### src/rtl/digit_sequencer_if.sv
// Pin-side bundle between the board inputs, the digit sequencer and the 7-segment decoder.
interface digit_sequencer_if;
    localparam int unsigned DIGIT_W = 4;

    logic               ena;
    logic               run_btn;
    logic               dir;
    logic               clr;
    logic [DIGIT_W-1:0] counter;
    logic               tick;
    logic               running;

    modport master (output ena, run_btn, dir, clr, input counter, tick, running);
    modport slave  (input ena, run_btn, dir, clr, output counter, tick, running);
endinterface

### src/rtl/digit_sequencer.sv
// Digit sequencer: debounced run/pause button, prescaled wrapping 0..MAX_VAL digit counter.
// Optional macro SEQ_PINGPONG_EN: bounce between 0 and MAX_VAL instead of wrapping,
// with the direction latched from dir when a run starts.
module digit_sequencer #(
    parameter int unsigned PRESCALE   = 4,
    parameter int unsigned PRESCALE_W = 24,
    parameter int unsigned MAX_VAL    = 7,
    parameter int unsigned DEBOUNCE   = 3
) (
    input  logic             clk,
    input  logic             rst_n,
    digit_sequencer_if.slave bus
);
    localparam int unsigned               DIGIT_W       = 4;
    localparam int unsigned               DB_W          = $clog2(DEBOUNCE + 1);
    localparam logic [DIGIT_W-1:0]        MAX_DIGIT     = DIGIT_W'(MAX_VAL);
    localparam logic [PRESCALE_W-1:0]     PRESCALE_LAST = PRESCALE_W'(PRESCALE - 1);
    localparam logic [DB_W-1:0]           DB_LAST       = DB_W'(DEBOUNCE - 1);

    typedef enum logic [1:0] {
        IDLE  = 2'd0,
        RUN   = 2'd1,
        PAUSE = 2'd2
    } state_t;

    state_t                state_q, state_d;
    logic [1:0]            sync_q;
    logic                  stable_q;
    logic                  stable_prev_q;
    logic [DB_W-1:0]       db_cnt_q;
    logic                  press_c;
    logic                  step_c;
    logic [PRESCALE_W-1:0] presc_q, presc_d;
    logic [DIGIT_W-1:0]    counter_q, counter_d;
    logic                  tick_q, tick_d;
    logic                  running_q;
`ifdef SEQ_PINGPONG_EN
    logic                  up_q, up_d;
`endif

    // Two-flop synchronizer; keeps sampling even while ena is low.
    always_ff @(posedge clk or negedge rst_n) begin
        if (!rst_n) begin
            sync_q <= 2'b00;
        end else begin
            sync_q <= {sync_q[0], bus.run_btn};
        end
    end

    // Debounce: accept a new level after DEBOUNCE consecutive differing samples.
    always_ff @(posedge clk or negedge rst_n) begin
        if (!rst_n) begin
            stable_q      <= 1'b0;
            stable_prev_q <= 1'b0;
            db_cnt_q      <= '0;
        end else if (bus.ena) begin
            stable_prev_q <= stable_q;
            if (sync_q[1] == stable_q) begin
                db_cnt_q <= '0;
            end else if (db_cnt_q == DB_LAST) begin
                stable_q <= sync_q[1];
                db_cnt_q <= '0;
            end else begin
                db_cnt_q <= db_cnt_q + DB_W'(1);
            end
        end
    end

    // One-cycle press on a rising accepted level; held off while disabled.
    assign press_c = bus.ena & stable_q & ~stable_prev_q;

    // Next state, prescaler and digit; priority clr > press > step.
    always_comb begin
        state_d   = state_q;
        presc_d   = presc_q;
        counter_d = counter_q;
        tick_d    = 1'b0;
        step_c    = 1'b0;
`ifdef SEQ_PINGPONG_EN
        up_d      = up_q;
`endif
        if (bus.ena) begin
            if (bus.clr) begin
                state_d   = IDLE;
                presc_d   = '0;
                counter_d = '0;
`ifdef SEQ_PINGPONG_EN
                up_d      = 1'b1;
`endif
            end else begin
                if (state_q == RUN) begin
                    if (presc_q == PRESCALE_LAST) begin
                        presc_d = '0;
                        step_c  = 1'b1;
                    end else begin
                        presc_d = presc_q + PRESCALE_W'(1);
                    end
                end
                if (press_c) begin
                    unique case (state_q)
                        IDLE: begin
                            state_d = RUN;
`ifdef SEQ_PINGPONG_EN
                            up_d    = bus.dir;
`endif
                        end
                        RUN:     state_d = PAUSE;
                        PAUSE:   state_d = RUN;
                        default: state_d = IDLE;
                    endcase
                end else if (step_c) begin
                    tick_d = 1'b1;
`ifdef SEQ_PINGPONG_EN
                    if (up_q) begin
                        if (counter_q == MAX_DIGIT) begin
                            counter_d = MAX_DIGIT - DIGIT_W'(1);
                            up_d      = 1'b0;
                        end else begin
                            counter_d = counter_q + DIGIT_W'(1);
                        end
                    end else begin
                        if (counter_q == '0) begin
                            counter_d = DIGIT_W'(1);
                            up_d      = 1'b1;
                        end else begin
                            counter_d = counter_q - DIGIT_W'(1);
                        end
                    end
`else
                    if (bus.dir) begin
                        counter_d = (counter_q == MAX_DIGIT) ? '0 : counter_q + DIGIT_W'(1);
                    end else begin
                        counter_d = (counter_q == '0) ? MAX_DIGIT : counter_q - DIGIT_W'(1);
                    end
`endif
                end
            end
        end
    end

    // State register and registered outputs.
    always_ff @(posedge clk or negedge rst_n) begin
        if (!rst_n) begin
            state_q   <= IDLE;
            presc_q   <= '0;
            counter_q <= '0;
            tick_q    <= 1'b0;
            running_q <= 1'b0;
`ifdef SEQ_PINGPONG_EN
            up_q      <= 1'b1;
`endif
        end else begin
            state_q   <= state_d;
            presc_q   <= presc_d;
            counter_q <= counter_d;
            tick_q    <= tick_d;
            running_q <= (state_d == RUN);
`ifdef SEQ_PINGPONG_EN
            up_q      <= up_d;
`endif
        end
    end

    assign bus.counter = counter_q;
    assign bus.tick    = tick_q;
    assign bus.running = running_q;

endmodule

### src/flat_wrapper.sv
// flat-port wrapper written by rule: the top's interface ports become plain ports
module digit_sequencer_flat 
#(
    parameter int unsigned PRESCALE   = 4,
    parameter int unsigned PRESCALE_W = 24,
    parameter int unsigned MAX_VAL    = 7,
    parameter int unsigned DEBOUNCE   = 3
)
  (clk, rst_n, bus_ena, bus_run_btn, bus_dir, bus_clr, bus_counter, bus_tick, bus_running);
  digit_sequencer_if bus_i ();
  input  logic clk;
  input  logic rst_n;
  input wire logic [$bits(bus_i.ena)-1:0] bus_ena;
  input wire logic [$bits(bus_i.run_btn)-1:0] bus_run_btn;
  input wire logic [$bits(bus_i.dir)-1:0] bus_dir;
  input wire logic [$bits(bus_i.clr)-1:0] bus_clr;
  output wire logic [$bits(bus_i.counter)-1:0] bus_counter;
  output wire logic [$bits(bus_i.tick)-1:0] bus_tick;
  output wire logic [$bits(bus_i.running)-1:0] bus_running;
  assign bus_i.ena = bus_ena;
  assign bus_i.run_btn = bus_run_btn;
  assign bus_i.dir = bus_dir;
  assign bus_i.clr = bus_clr;
  assign bus_counter = bus_i.counter;
  assign bus_tick = bus_i.tick;
  assign bus_running = bus_i.running;
  digit_sequencer #(.PRESCALE(PRESCALE), .PRESCALE_W(PRESCALE_W), .MAX_VAL(MAX_VAL), .DEBOUNCE(DEBOUNCE)) u_core (.clk(clk), .rst_n(rst_n), .bus(bus_i));
endmodule
### config.mk
export PLATFORM = sky130hd
export DESIGN_NAME = digit_sequencer_flat
export DESIGN_NICKNAME = d
export VERILOG_FILES = /design/src/rtl/digit_sequencer_if.sv /design/src/rtl/digit_sequencer.sv /design/src/flat_wrapper.sv
export SDC_FILE = /design/constraint.sdc
export NUM_CORES = 1
export LEC_CHECK = 0
export CORE_ASPECT_RATIO = 0.8
export CORE_MARGIN = 1.5
export CORE_UTILIZATION = 49
export CTS_CLUSTER_SIZE = 28
export DETAILED_ROUTE_END_ITERATION = 10
export GPL_ROUTABILITY_DRIVEN = 0
export PLACE_DENSITY_LB_ADDON = 0.25
export SYNTH_ARGS = -nofsm -noshare
export SYNTH_HDL_FRONTEND = slang
export SYNTH_SLANG_ARGS = --single-unit
### constraint.sdc
create_clock -name clk -period 1.85 [get_ports clk]
set_clock_uncertainty 0.15 [all_clocks]
set_input_delay 0.2775 -clock clk [delete_from_list [all_inputs] [get_ports clk]]
set_output_delay 0.2775 -clock clk [all_outputs]
set_load 0.02 [all_outputs]
==> results.py, run 1 <==
metrics = {
    "power": {
        "ir_worst_vdd_v": 0.0008040,
        "p_total_mw": 2.693,
        "power.leakage_nw": 1.397,
        "p_per_area_nw_per_um2": 856.0,
    },
    "timing": {
        "setup_viol": 19,
        "hold_ws_ns": 0.2014,
        "worstMarginPinSlew_ns": 0.5963,
        "maxSlewViolCount": 0,
        "hold_viol": 0,
        "layout_min_cycle_time_ns": 1.963,
        "finalSetupTns_ns": -1.069,
        "worst_slack_ns": -0.1125,
        "slew_headroom": 0.5998,
        "finalCritPeriodShare": 1.061,
        "fmaxAchievable_ghz": 0.5095,
        "rsz0062_at_grt": "yes",
    },
    "outcome": {
        "status": "finished with violations",
        "violations": "negative setup slack",
    },
    "clock_network": {
        "cts_root_buf": "clkbuf_8",
        "clock_path_buffers": 2,
        "insertion_delay_ns": 0.30,
        "cts.reportedPaths.clkPinSlew_ns": 0.08,
        "cts_tree": "done",
        "cts.sinks": 38,
        "cts_buffers": 5,
        "htree_levels": 2,
    },
    "global_route": {
        "grt_usage": 0.2433,
        "antenna_found_initial": 0,
        "grt_pass1_vias": 1949,
        "overflow": 0,
        "grt_max_degree": 17,
        "grt_pass1_wl_um": 9425,
    },
    "cells_and_area": {
        "final-instance-count-excl-fill": 363,
        "n_antenna_cell": 0,
        "fin_util": 0.7300,
        "syn_to_final_growth_pct": 38.97,
        "final_area_um2": 3146,
        "nFillCells": 305,
        "drive_above_1_share": 0.3922,
        "nets": 314,
    },
    "floorplan": {
        "die_w_um": 78.99,
        "core-area_um2": 4309,
        "rows": 21,
        "die_h_um": 63.79,
        "start_util": 0.5253,
        "dieArea_um2": 5038,
        "io_pins": 12,
    },
    "job": {
        "drv_cap": 0,
    },
    "place": {
        "numPortBuffers": 11,
        "dpl_worst_slack_ns": -0.3121,
        "placed_area_um2": 2831,
        "hpwl_um": 3933,
        "dp_cells": 346,
    },
    "synthesis": {
        "netlist_area_um2": 2263,
        "synth_top_area_share": 0.4201,
        "synth-seq-cells": 38,
        "synth_edf_count": 0,
        "synthMostInstantiatedCell": "dfrtp_1",
        "yosys_warnings": 0,
        "ys_seq_area_frac": 0.4201,
        "yosysTopAreaCell": "dfrtp_1",
        "ys.flop_type": "dfrtp_1",
        "async_reset_ff_frac": 1.000,
        "syn_avg_cell_area_um2": 9.798,
        "synth.distinct_cells": 54,
        "postSynthCellCount": 231,
        "ys_top_cells_by_area": "dfrtp_1 (42%), a31oi_1 (3.6%), nand2_1 (3.0%)",
        "syn-num-nets": 240,
        "synth_common_cells": "dfrtp_1 (38), nand2_1 (18), inv_1 (15), a31oi_1 (13), a21oi_1 (12)",
    },
    "route": {
        "via_per_inst": 5.647,
        "wirelength_um": 5642,
        "drc": 0,
        "drtAntennaViolNets": 0,
        "detail_route.iter0.violations": 116,
        "via_count": 2050,
        "wl_per_cell_um": 15.54,
        "firstDrtPassIters": 4,
    },
    "setup_path": {
        "critPathTopFamily": "compound AO/OA/AOI/OAI gates",
        "worst-path-max-fanout": 7,
        "slowest_delay_ns": 0.40,
        "path_cells": "ha_2 > nor4b_4 > and4_4 > a211oi_4 > buf_6 > a41oi_2 > a31oi_1",
        "cp.arrival_ns": 2.03,
        "worstPathRequired_ns": 1.92,
        "path_class": "reg2reg",
        "cp_slowest_cell": "dfrtp_1",
        "cp.buffers_inverters": 1,
        "startpoint_type": "flip-flop",
        "end_kind": "flip-flop",
    },
    "hold_path": {
        "hold_class": "reg2reg",
    },
}
## report_power, final
group / switching [mW] / total [mW] / leakage [nW] / internal, mW
clock network: 0.310 / 0.609 / 0.0472 / 0.300
logic: 0.520 / 1.02 / 0.842 / 0.501
registers: 0.107 / 1.06 / 0.508 / 0.955
total: 0.937 / 2.69 / 1.40 / 1.76
## repair_timing
| item | in CTS | in global routing |
|---|---|---|
| cloned | 0 | 1 |
| buffers inserted | 4 | 3 |
| hold buffers | 1 | 0 |
| pin swaps | 10 | 9 |
| endpoints found under the setup margin | 20 | 29 |
| resized for setup | 22 | 14 |
| hold endpoints to repair | 14 | 0 |
## sequential cells by signal (all words and copies together), names as in the netlist
| signal | flops |
|---|---|
| u_core.presc_q | 24 |
| u_core.stable_prev_q | 1 |
| u_core.stable_q | 1 |
| u_core.sync_q | 2 |
| u_core.bus.running | 1 |
| u_core.state_q | 2 |
| u_core.bus.tick | 1 |
| u_core.db_cnt_q | 2 |
| u_core.bus.counter | 4 |
## kinds of logic (layout without fill, tap and decap cells)
family / Yosys count / after routing / synth area share
AO/OA/AOI/OAI: 62 / 62 / 0.1946
XOR/XNOR: 6 / 6 / 0.02322
adder cells (fa/ha/maj): 3 / 3 / 0.01659
buffers and inverters: 27 / 102 / 0.05804
flip-flops: 38 / 38 / 0.4201
multiplexers: 9 / 9 / 0.04201
AND/OR/NAND/NOR: 86 / 86 / 0.2454
## layout by cell type (no fill, tap or decap), drive strengths merged, types with 3 or more instances in the layout
master / count
a2111oi: 3
a21o: 3
a21oi: 13
a22o: 4
a31oi: 13
and3: 5
and4: 4
buf: 68
clkbuf: 6
clkdlybuf4s50: 8
dfrtp: 38
ha: 3
inv: 15
mux2: 4
mux2i: 5
nand2: 18
nand3: 13
nand3b: 3
nand4: 10
nor2: 10
nor2b: 3
nor3: 6
nor4: 4
o21ai: 7
o22ai: 8
or2b: 3
xnor2: 6
## path summary, 6_finish.rpt
check,depth (start not counted),slack [ns],startpoint,endpoint
hold / removal,0,0.20,u_core.sync_q[0],u_core.sync_q[1]
setup reg to reg,7,-0.11,u_core.presc_q[1],u_core.presc_q[3]
hold reg to reg,0,0.20,u_core.sync_q[0],u_core.sync_q[1]
max in group asynchronous,3,0.76,rst_n,u_core.presc_q[10]
setup / recovery,7,-0.11,u_core.presc_q[1],u_core.presc_q[3]
min in group asynchronous,2,0.29,rst_n,u_core.presc_q[19]
## per-layer routing
layer / GRT usage / wire length, um / share of wire / up-vias
met2: 0.3675 / 2564 / 0.45 / 47
met3: 0.03857 / 236 / 0.042 / 9
met5: 0 / 0 / 0 / -
met4: 0.08991 / 84 / 0.015 / 0
li1: - / - / - / 1012
met1: 0.3527 / 2758 / 0.49 / 982
## area by class of cell
type,instances,area [um^2],area share
Timing Repair Buffer,79,649.4,0.2064
Clock buffer,6,82.58,0.02625
Sequential cell,38,953.4,0.3031
Multi-Input combinational cell,166,1320,0.4197
Clock inverter,2,12.51,0.003978
Inverter,15,56.30,0.01790
Tap cell,57,71.32,0.02267
No activity file was read; power rests on OpenSTA's default activity.
==> inputs of run 2 (changes only) <==
SETUP_SLACK_MARGIN = 0.4   (was default)
==> results.py, run 2 (synthesized netlist as in run 1, its figures left out) <==
metrics = {
    "outcome": {
        "status": "finished with violations",
        "violations": "negative setup slack",
    },
    "cells_and_area": {
        "syn_to_final_growth_pct": 45.99,
        "nets": 316,
        "nFillCells": 273,
        "largest_reg_flops": 24,
        "n_antenna_cell": 0,
        "drive_above_1_share": 0.4448,
        "final_cell_mix": "buf_4 (54), dfrtp_1 (29), nand2_1 (18)",
        "regMostFlops": "u_core.presc_q",
        "layout_commonest_cell": "buf_4",
    },
    "route": {
        "drtAntennaViolNets": 0,
        "via_count": 2143,
        "wl_per_cell_um": 16.94,
        "detail_route.iter0.violations": 149,
        "drc": 0,
        "via_per_inst": 5.871,
        "wirelength_um": 6182,
        "firstDrtPassIters": 4,
    },
    "power": {
        "power.leakage_nw": 1.448,
        "p_per_area_nw_per_um2": 933.6,
        "ir_worst_vdd_v": 0.0008028,
    },
    "timing": {
        "layout_min_cycle_time_ns": 2.000,
        "hold_viol": 0,
        "hold_ws_ns": 0.2022,
        "maxSlewViolCount": 0,
        "setup_viol": 24,
        "finalSetupTns_ns": -2.506,
        "finalCritPeriodShare": 1.081,
        "worstMarginPinSlew_ns": 0.5699,
        "slew_headroom": 0.6175,
        "worst_slack_ns": -0.1495,
        "fmaxAchievable_ghz": 0.5001,
        "rsz0062_at_grt": "yes",
    },
    "global_route": {
        "grt_max_degree": 21,
        "grt_pass1_wl_um": 9942,
        "grt_usage": 0.2565,
        "antenna_found_initial": 0,
        "overflow": 0,
        "grt_pass1_vias": 2089,
    },
    "clock_network": {
        "cts.reportedPaths.clkPinSlew_ns": 0.08,
        "cts_buffers": 5,
        "clock_path_buffers": 2,
        "cts_root_buf": "clkbuf_8",
        "cts_tree": "done",
        "insertion_delay_ns": 0.30,
        "cts.sinks": 38,
        "htree_levels": 2,
    },
    "place": {
        "numPortBuffers": 11,
        "hpwl_um": 3953,
        "dpl_worst_slack_ns": -0.2548,
    },
    "floorplan": {
        "core-area_um2": 4309,
        "dieArea_um2": 5038,
        "io_pins": 12,
        "die_w_um": 78.99,
        "die_h_um": 63.79,
        "rows": 21,
        "start_util": 0.5253,
    },
    "setup_path": {
        "cp.arrival_ns": 2.07,
        "path_class": "reg2reg",
        "end_kind": "flip-flop",
        "worst-path-max-fanout": 7,
        "startpoint_type": "flip-flop",
        "worstPathRequired_ns": 1.92,
    },
    "job": {
        "drv_cap": 0,
    },
    "hold_path": {
        "hold_class": "reg2reg",
    },
}
## run 2: cell count changes in the layout (fill, tap and decap cells not counted), sizes merged
| cell | change |
|---|---|
| bufinv | +2 |
| dlygate4sd2 | +3 |
| clkinv | -1 |
| buf | +6 |
| dlymetal6s2s | -1 |
| clkinvlp | -1 |
| clkdlybuf4s50 | -6 |
## run 2: final timing paths
kind | start | endpoint | slack (ns) | depth (start not counted)
worst min register to register | u_core.sync_q[0] | u_core.sync_q[1] | 0.20 | 0
worst max-delay path | u_core.presc_q[0] | u_core.presc_q[18] | -0.15 | 7
worst min-delay path | u_core.sync_q[0] | u_core.sync_q[1] | 0.20 | 0
max in group asynchronous | rst_n | u_core.presc_q[0] | 0.76 | 3
min in group asynchronous | rst_n | u_core.presc_q[19] | 0.31 | 2
worst max register to register | u_core.presc_q[0] | u_core.presc_q[18] | -0.15 | 7
## run 2: per-stage QoR
stage	instances	power [mW]	util	instance area (um^2)
2_1_floorplan	231	1.658	-	2337
3_3_place_gp	343	2.021	0.6658	2869
3_5_place_dp	343	2.045	0.6658	2869
4_1_cts	362	2.994	0.7407	3192
5_1_grt	365	3.231	0.7668	3304
6_report	365	3.085	0.7668	3304
## run 2: per-layer routing
metal	vias up	GRT usage	routed length [um]
li1	1017	-	-
met1	1042	0.3577	2894
met2	73	0.3953	2880
met3	11	0.04571	314
met4	0	0.1031	93
met5	-	0	0
## run 2: timing repair
action	CTS	global route
hold endpoints to repair	19	0
buffers inserted	10	2
gates cloned	0	1
pin swaps	20	13
gates resized for setup	46	25
setup endpoints to repair	36	33
hold buffers	1	0
## run 2: power by group
group,switching (mW),internal (mW)
sequential,0.125,0.961
combinational,0.561,0.544
clock,0.320,0.575
## run 2: critical path, cell delays in order (launching register included)
cell and delay [ns]:
dfrtp_2 0.43, ha_4 0.17, nor4b_4 0.13, and4_4 0.18, a211oi_4 0.39, buf_6 0.20
a21oi_2 0.07, a31oi_2 0.18
## run 2: cell type report
cell class / count / area, um^2 / share of cell area
Clock inverter: 2 / 60.06 / 0.01817
Clock buffer: 6 / 82.58 / 0.02499
Tap cell: 57 / 71.32 / 0.02158
Inverter: 15 / 56.30 / 0.01704
Timing Repair Buffer: 81 / 689.4 / 0.2086
Sequential cell: 38 / 962.2 / 0.2912
Multi-Input combinational cell: 166 / 1383 / 0.4184
